### config.mk
export PLATFORM = sky130hd
export DESIGN_NAME = pc_unit
export DESIGN_NICKNAME = d
export VERILOG_FILES = /design/src/rtl/pc_unit.sv
export SDC_FILE = /design/constraint.sdc
export NUM_CORES = 1
export LEC_CHECK = 0
export CORE_AREA = 5 5 74 76
export CTS_CLUSTER_SIZE = 12
export DETAILED_ROUTE_END_ITERATION = 10
export DIE_AREA = 0 0 79 81
export DONT_BUFFER_PORTS = 1
export GPL_TIMING_DRIVEN = 0
export PLACE_DENSITY = 0.48
export REMOVE_ABC_BUFFERS = 1
export SYNTH_ARGS = -nofsm -noshare
export SYNTH_HDL_FRONTEND = slang
export SYNTH_SLANG_ARGS = --single-unit
### constraint.sdc
create_clock -name clock -period 2.4 [get_ports clock]
set_input_delay 0.48 -clock clock [delete_from_list [all_inputs] [get_ports clock]]
set_output_delay 0.48 -clock clock [all_outputs]
set_load 0.02 [all_outputs]
### src/rtl/pc_unit.sv
// Program counter with BOOT/RUN/HALTED sequencing, fixed-priority redirect
// selection (exception > branch > jump > stall > halt > sequential) and EPC capture.
module pc_unit #(
  parameter int unsigned                   ADDR_WIDTH = 10,
  parameter logic [ADDR_WIDTH-1:0]         RESET_ADDR = '0,
  parameter logic [ADDR_WIDTH-1:0]         EXC_ADDR   = 10'h3F0,
  parameter int unsigned                   STEP       = 1
) (
  input  logic                  clock,
  input  logic                  reset_n,
  input  logic                  stall,
  input  logic                  branch_taken,
  input  logic [ADDR_WIDTH-1:0] branch_target,
  input  logic                  jump,
  input  logic [ADDR_WIDTH-1:0] jump_target,
  input  logic                  exception,
  input  logic                  halt,
  input  logic                  resume,
  output logic [ADDR_WIDTH-1:0] PC_current,
  output logic [ADDR_WIDTH-1:0] PC_seq,
  output logic                  fetch_valid,
  output logic [ADDR_WIDTH-1:0] epc,
  output logic                  halted
);

  typedef enum logic [1:0] {
    BOOT   = 2'd0,
    RUN    = 2'd1,
    HALTED = 2'd2
  } state_e;

  state_e                  state_q, state_d;
  logic [ADDR_WIDTH-1:0]   pc_q, pc_d;
  logic [ADDR_WIDTH-1:0]   epc_q, epc_d;
  logic                    fetch_valid_q;
  logic                    halted_q;
  logic [ADDR_WIDTH-1:0]   pc_seq;

  // Addition is done at ADDR_WIDTH, so the carry out is dropped and the PC wraps.
  assign pc_seq = pc_q + ADDR_WIDTH'(STEP);

  always_comb begin
    // NOTE: every variable gets a default before the case so no path leaves it
    // unassigned, which would otherwise infer a latch.
    state_d = state_q;
    pc_d    = pc_q;
    epc_d   = epc_q;
    unique case (state_q)
      BOOT: begin
        state_d = RUN;
      end
      RUN: begin
        if (exception) begin
          pc_d  = EXC_ADDR;
          epc_d = pc_q;
        end else if (branch_taken) begin
          pc_d = branch_target;
        end else if (jump && !stall) begin
          pc_d = jump_target;
        end else if (stall || jump) begin
          pc_d = pc_q;
        end else if (halt) begin
          state_d = HALTED;
        end else begin
          pc_d = pc_seq;
        end
      end
      HALTED: begin
        if (exception) begin
          state_d = RUN;
          pc_d    = EXC_ADDR;
          epc_d   = pc_q;
        end else if (resume) begin
          state_d = RUN;
          pc_d    = pc_seq;
        end
      end
      default: begin
        state_d = BOOT;
        pc_d    = RESET_ADDR;
      end
    endcase
  end

  // Status flags are flopped from the next state so they come straight off a
  // register rather than through a decode of the encoded state.
  always_ff @(posedge clock or negedge reset_n) begin
    // NOTE: sequential state uses non-blocking assignments so every flop samples
    // pre-edge values regardless of statement order.
    if (!reset_n) begin
      state_q       <= BOOT;
      pc_q          <= RESET_ADDR;
      epc_q         <= '0;
      fetch_valid_q <= 1'b0;
      halted_q      <= 1'b0;
    end else begin
      state_q       <= state_d;
      pc_q          <= pc_d;
      epc_q         <= epc_d;
      fetch_valid_q <= (state_d == RUN);
      halted_q      <= (state_d == HALTED);
    end
  end

  assign PC_current  = pc_q;
  assign PC_seq      = pc_seq;
  assign fetch_valid = fetch_valid_q;
  assign epc         = epc_q;
  assign halted      = halted_q;

endmodule

==> insert_results.sql <==
INSERT INTO impl_metrics (metric_group, metric, value, unit) VALUES
('outcome', 'result_of_the_run', 'completed', ''),
('timing', 'rsz0062_at_grt', 'false', ''),
('critical_path', 'critical_path.startpoint_type', 'register', ''),
('pwr', 'cell_int_power', '1.16', 'mW'),
('timing', 'max_slew.worst_pin.slew', '0.966', 'ns'),
('pwr', 'report.power.total', '2.21', 'mW'),
('critical_path', 'cp-end-kind', 'output pin', ''),
('global_routing', 'first_global_vias', '1390', ''),
('critical_path', 'worstPathCellList', 'nand4_1 -> nor2_1 -> xor2_1', ''),
('critical_path', 'timing.critical_path.slowest_stage_cell', 'dfrtp_1', ''),
('critical_path', 'cp.arrival', '1.82', 'ns'),
('pwr', 'leakage', '0.739', 'nW'),
('clock_tree', 'cts_tree', 'yes', ''),
('timing', 'finalClockSkew', '0.00854', 'ns'),
('pwr', 'combinational_power_share', '41.5', '%'),
('critical_path', 'worstReg2RegEnd', 'PC_current[8]', ''),
('timing', 'period_minus_slack', '2.30', 'ns'),
('timing', 'min_period_over_period', '95.8', '%'),
('finish', 'drive_above_1_share', '19.4', '%'),
('logic_synthesis', 'leading_post_synthesis_cells_by_cell_area', 'dfrtp_1 37%, mux2_2 5.6%, nand2_1 5.1%', ''),
('job', 'max_cap_violations', '0', ''),
('clock_tree', 'clk-insertion-delay-late', '0.27', 'ns'),
('pwr', 'power_density', '1250', 'nW/um^2'),
('logic_synthesis', 'synthArstFlopShare', '100', '%'),
('logic_synthesis', 'dominant_synthesized_flop_cell', 'dfrtp_1', ''),
('logic_synthesis', 'mappedNetlistArea', '1610', 'sq um'),
('routing', 'wl', '4620', 'microns'),
('critical_path', 'timing.setup.critical_path_class', 'reg -> out', ''),
('global_routing', 'globalRouteTotalUtil', '15.0', '%'),
('finish', 'antenna_cells', '0', ''),
('die', 'die-area', '6400', 'sq um'),
('die', 'initial_utilization', '34.6', '%'),
('critical_path', 'cpPeakStageDelay', '0.62', 'ns'),
('logic_synthesis', 'yosysTopAreaCellShare', '37.3', '%'),
('clock_tree', 'maximum_count_of_clock_buffers_along_a_single_path', '2', ''),
('pwr', 'power.share.switching', '47.5', '%'),
('logic_synthesis', 'synth_top_cells_by_count', '24 x dfrtp_1, 22 x nand2_1, 13 x nor2_1', ''),
('global_routing', 'globalRouteOverflowTotal', '0', ''),
('die', 'chipWidth', '79', 'microns'),
('logic_synthesis', 'seq_area_frac_synth', '37.3', '%'),
('finish', 'finish.net_count', '209', ''),
('global_routing', 'grt_antenna_before_repair', '0', ''),
('clock_tree', 'clk_transition_reported_paths', '0.10', 'ns'),
('critical_path', 'cp_data_required_time', '1.92', 'ns'),
('die', 'fp.dieH', '81', 'microns'),
('finish', 'postLayoutCellArea', '1760', 'sq um'),
('timing', 'setup_viol_count_final', '0', ''),
('finish', 'post-route-util', '37.8', '%'),
('logic_synthesis', 'synth_seq_cells', '24', ''),
('global_routing', 'grt_first_pass_wirelength', '7490', 'microns'),
('critical_path', 'crit-reg2reg-launch', 'state_q[1]', ''),
('timing', 'final_max_slew_viol_count', '0', ''),
('logic_synthesis', 'avgSynthCellArea', '9.10', 'sq um'),
('pwr', 'power.sequential.fraction', '42.0', '%'),
('finish', 'syn2layout_area_growth', '9.40', '%'),
('die', 'row_count', '25', ''),
('placement', 'dpl.hpwl', '3440', 'microns'),
('logic_synthesis', 'synth.largest_area_cell', 'dfrtp_1', ''),
('die', 'floorplan.io_pins', '60', ''),
('critical_path', 'timing.reg2reg.worst_path_depth', '7', ''),
('timing', 'max_slew_margin', '35.5', '%'),
('timing', 'timing.fmax', '435', 'MHz'),
('pwr', 'power_frac_clock', '16.5', '%'),
('die', 'coreArea', '4660', 'sq um'),
('placement', 'globalplace.congestion', '0.813', ''),
('timing', 'final-hold-violation-count', '0', ''),
('clock_tree', 'cts_inserted_buffers', '3', ''),
('pwr', 'max-vdd-ir-drop', '0.297', 'mV'),
('placement', 'placement.cell_area', '1610', 'sq um'),
('logic_synthesis', 'post_syn_instances', '177', ''),
('routing', 'vias', '1349', '');
worst max path at each step:
stage	from	end	slack, ns	cells after the start
final	PC_current[3]	PC_seq[7]	0.1	3
after global routing	PC_current[3]	PC_seq[7]	0.004	3
after CTS	PC_current[2]	PC_seq[7]	0.03	3
after detailed placement	state_q[1]	PC_current[4]	0.0008	6
after global placement	state_q[1]	PC_current[4]	0.02	6
after floorplan	state_q[1]	PC_current[4]	0.48	6
worst max-delay path: cells and delay by family, from the launching register on:
family        cells  cell delay (ns)
flops             1             0.62
xor+xnor          1             0.48
simple gates      2             0.45
sequential cells by signal, indices dropped and copies added, names as in the netlist:
signal / cells
halted: 1
state_q: 2
PC_current: 10
epc: 10
fetch_valid: 1
timing repair:
| action | CTS | global route |
|---|---|---|
| hold buffers | 1 | 0 |
| resized for setup | 2 | 5 |
| endpoints found under the hold margin | 24 | 0 |
| endpoints found under the setup margin | 3 | 6 |
| gates cloned | 0 | 0 |
| pin swaps | 1 | 0 |
| setup buffers | 4 | 0 |
power groups by stage:
stage | sequential (mW) | clock, mW | combinational [mW]
final | 0.926 | 0.364 | 0.916
after global routing | 0.956 | 0.380 | 1.02
after CTS | 0.929 | 0.365 | 0.913
after detailed placement | 0.933 | 0 | 0.840
after global placement | 0.926 | 0 | 0.834
after floorplan | 0.866 | 0 | 0.687
metrics by stage:
stage | hold slack (ns) | setup WS (ns)
2_1_floorplan | 0.184 | 0.477
3_3_place_gp | 0.185 | 0.0210
3_5_place_dp | 0.185 | 0.000822
4_1_cts | 0.0149 | 0.0330
5_1_grt | 0.0144 | 0.00398
6_report | 0.0113 | 0.0996
cell type report:
cell class	count	area [sq um]
clock buffers	3	41.3
clock inverters	1	30.0
fillers	494	2900
inverters	8	30.0
multi-input cells	134	938
flip-flops and latches	24	604
well taps	54	67.6
repair buffers	5	50.0
cell families after synthesis:
| kind of cell | Yosys count | share of synthesized area, % |
|---|---|---|
| flip-flops | 24 | 37.3 |
| buffers and inverters | 19 | 5.98 |
| adder cells (fa/ha/maj) | 5 | 3.89 |
| AND/OR/NAND/NOR | 65 | 20.6 |
| XOR/XNOR | 8 | 4.82 |
| AO/OA/AOI/OAI | 47 | 21.2 |
| multiplexers | 9 | 6.22 |
routing by layer:
metal	share of wire (%)	vias to the layer above	global-route usage, %
met5	0	-	0
met4	0.69	0	4.64
met3	9.1	4	4.43
met2	46	62	23.3
met1	44	651	20.0
li1	-	632	-
cell usage in the layout (no fill, tap or decap), drive strengths merged, types with 3 or more instances in the layout:
cell,Yosys,routed
mux2,8,8
xnor2,4,4
nor4,4,4
xor2,4,4
nand4,3,3
inv,7,7
nand2b,3,3
nand3,6,6
nand2,23,23
dfrtp,24,24
nor2,13,13
buf,11,5
ha,5,5
o211ai,3,3
nor3,6,6
clkbuf,0,3
a21oi,9,9
a31oi,3,3
o21ai,13,13
Power figures use the tool's default switching activity.
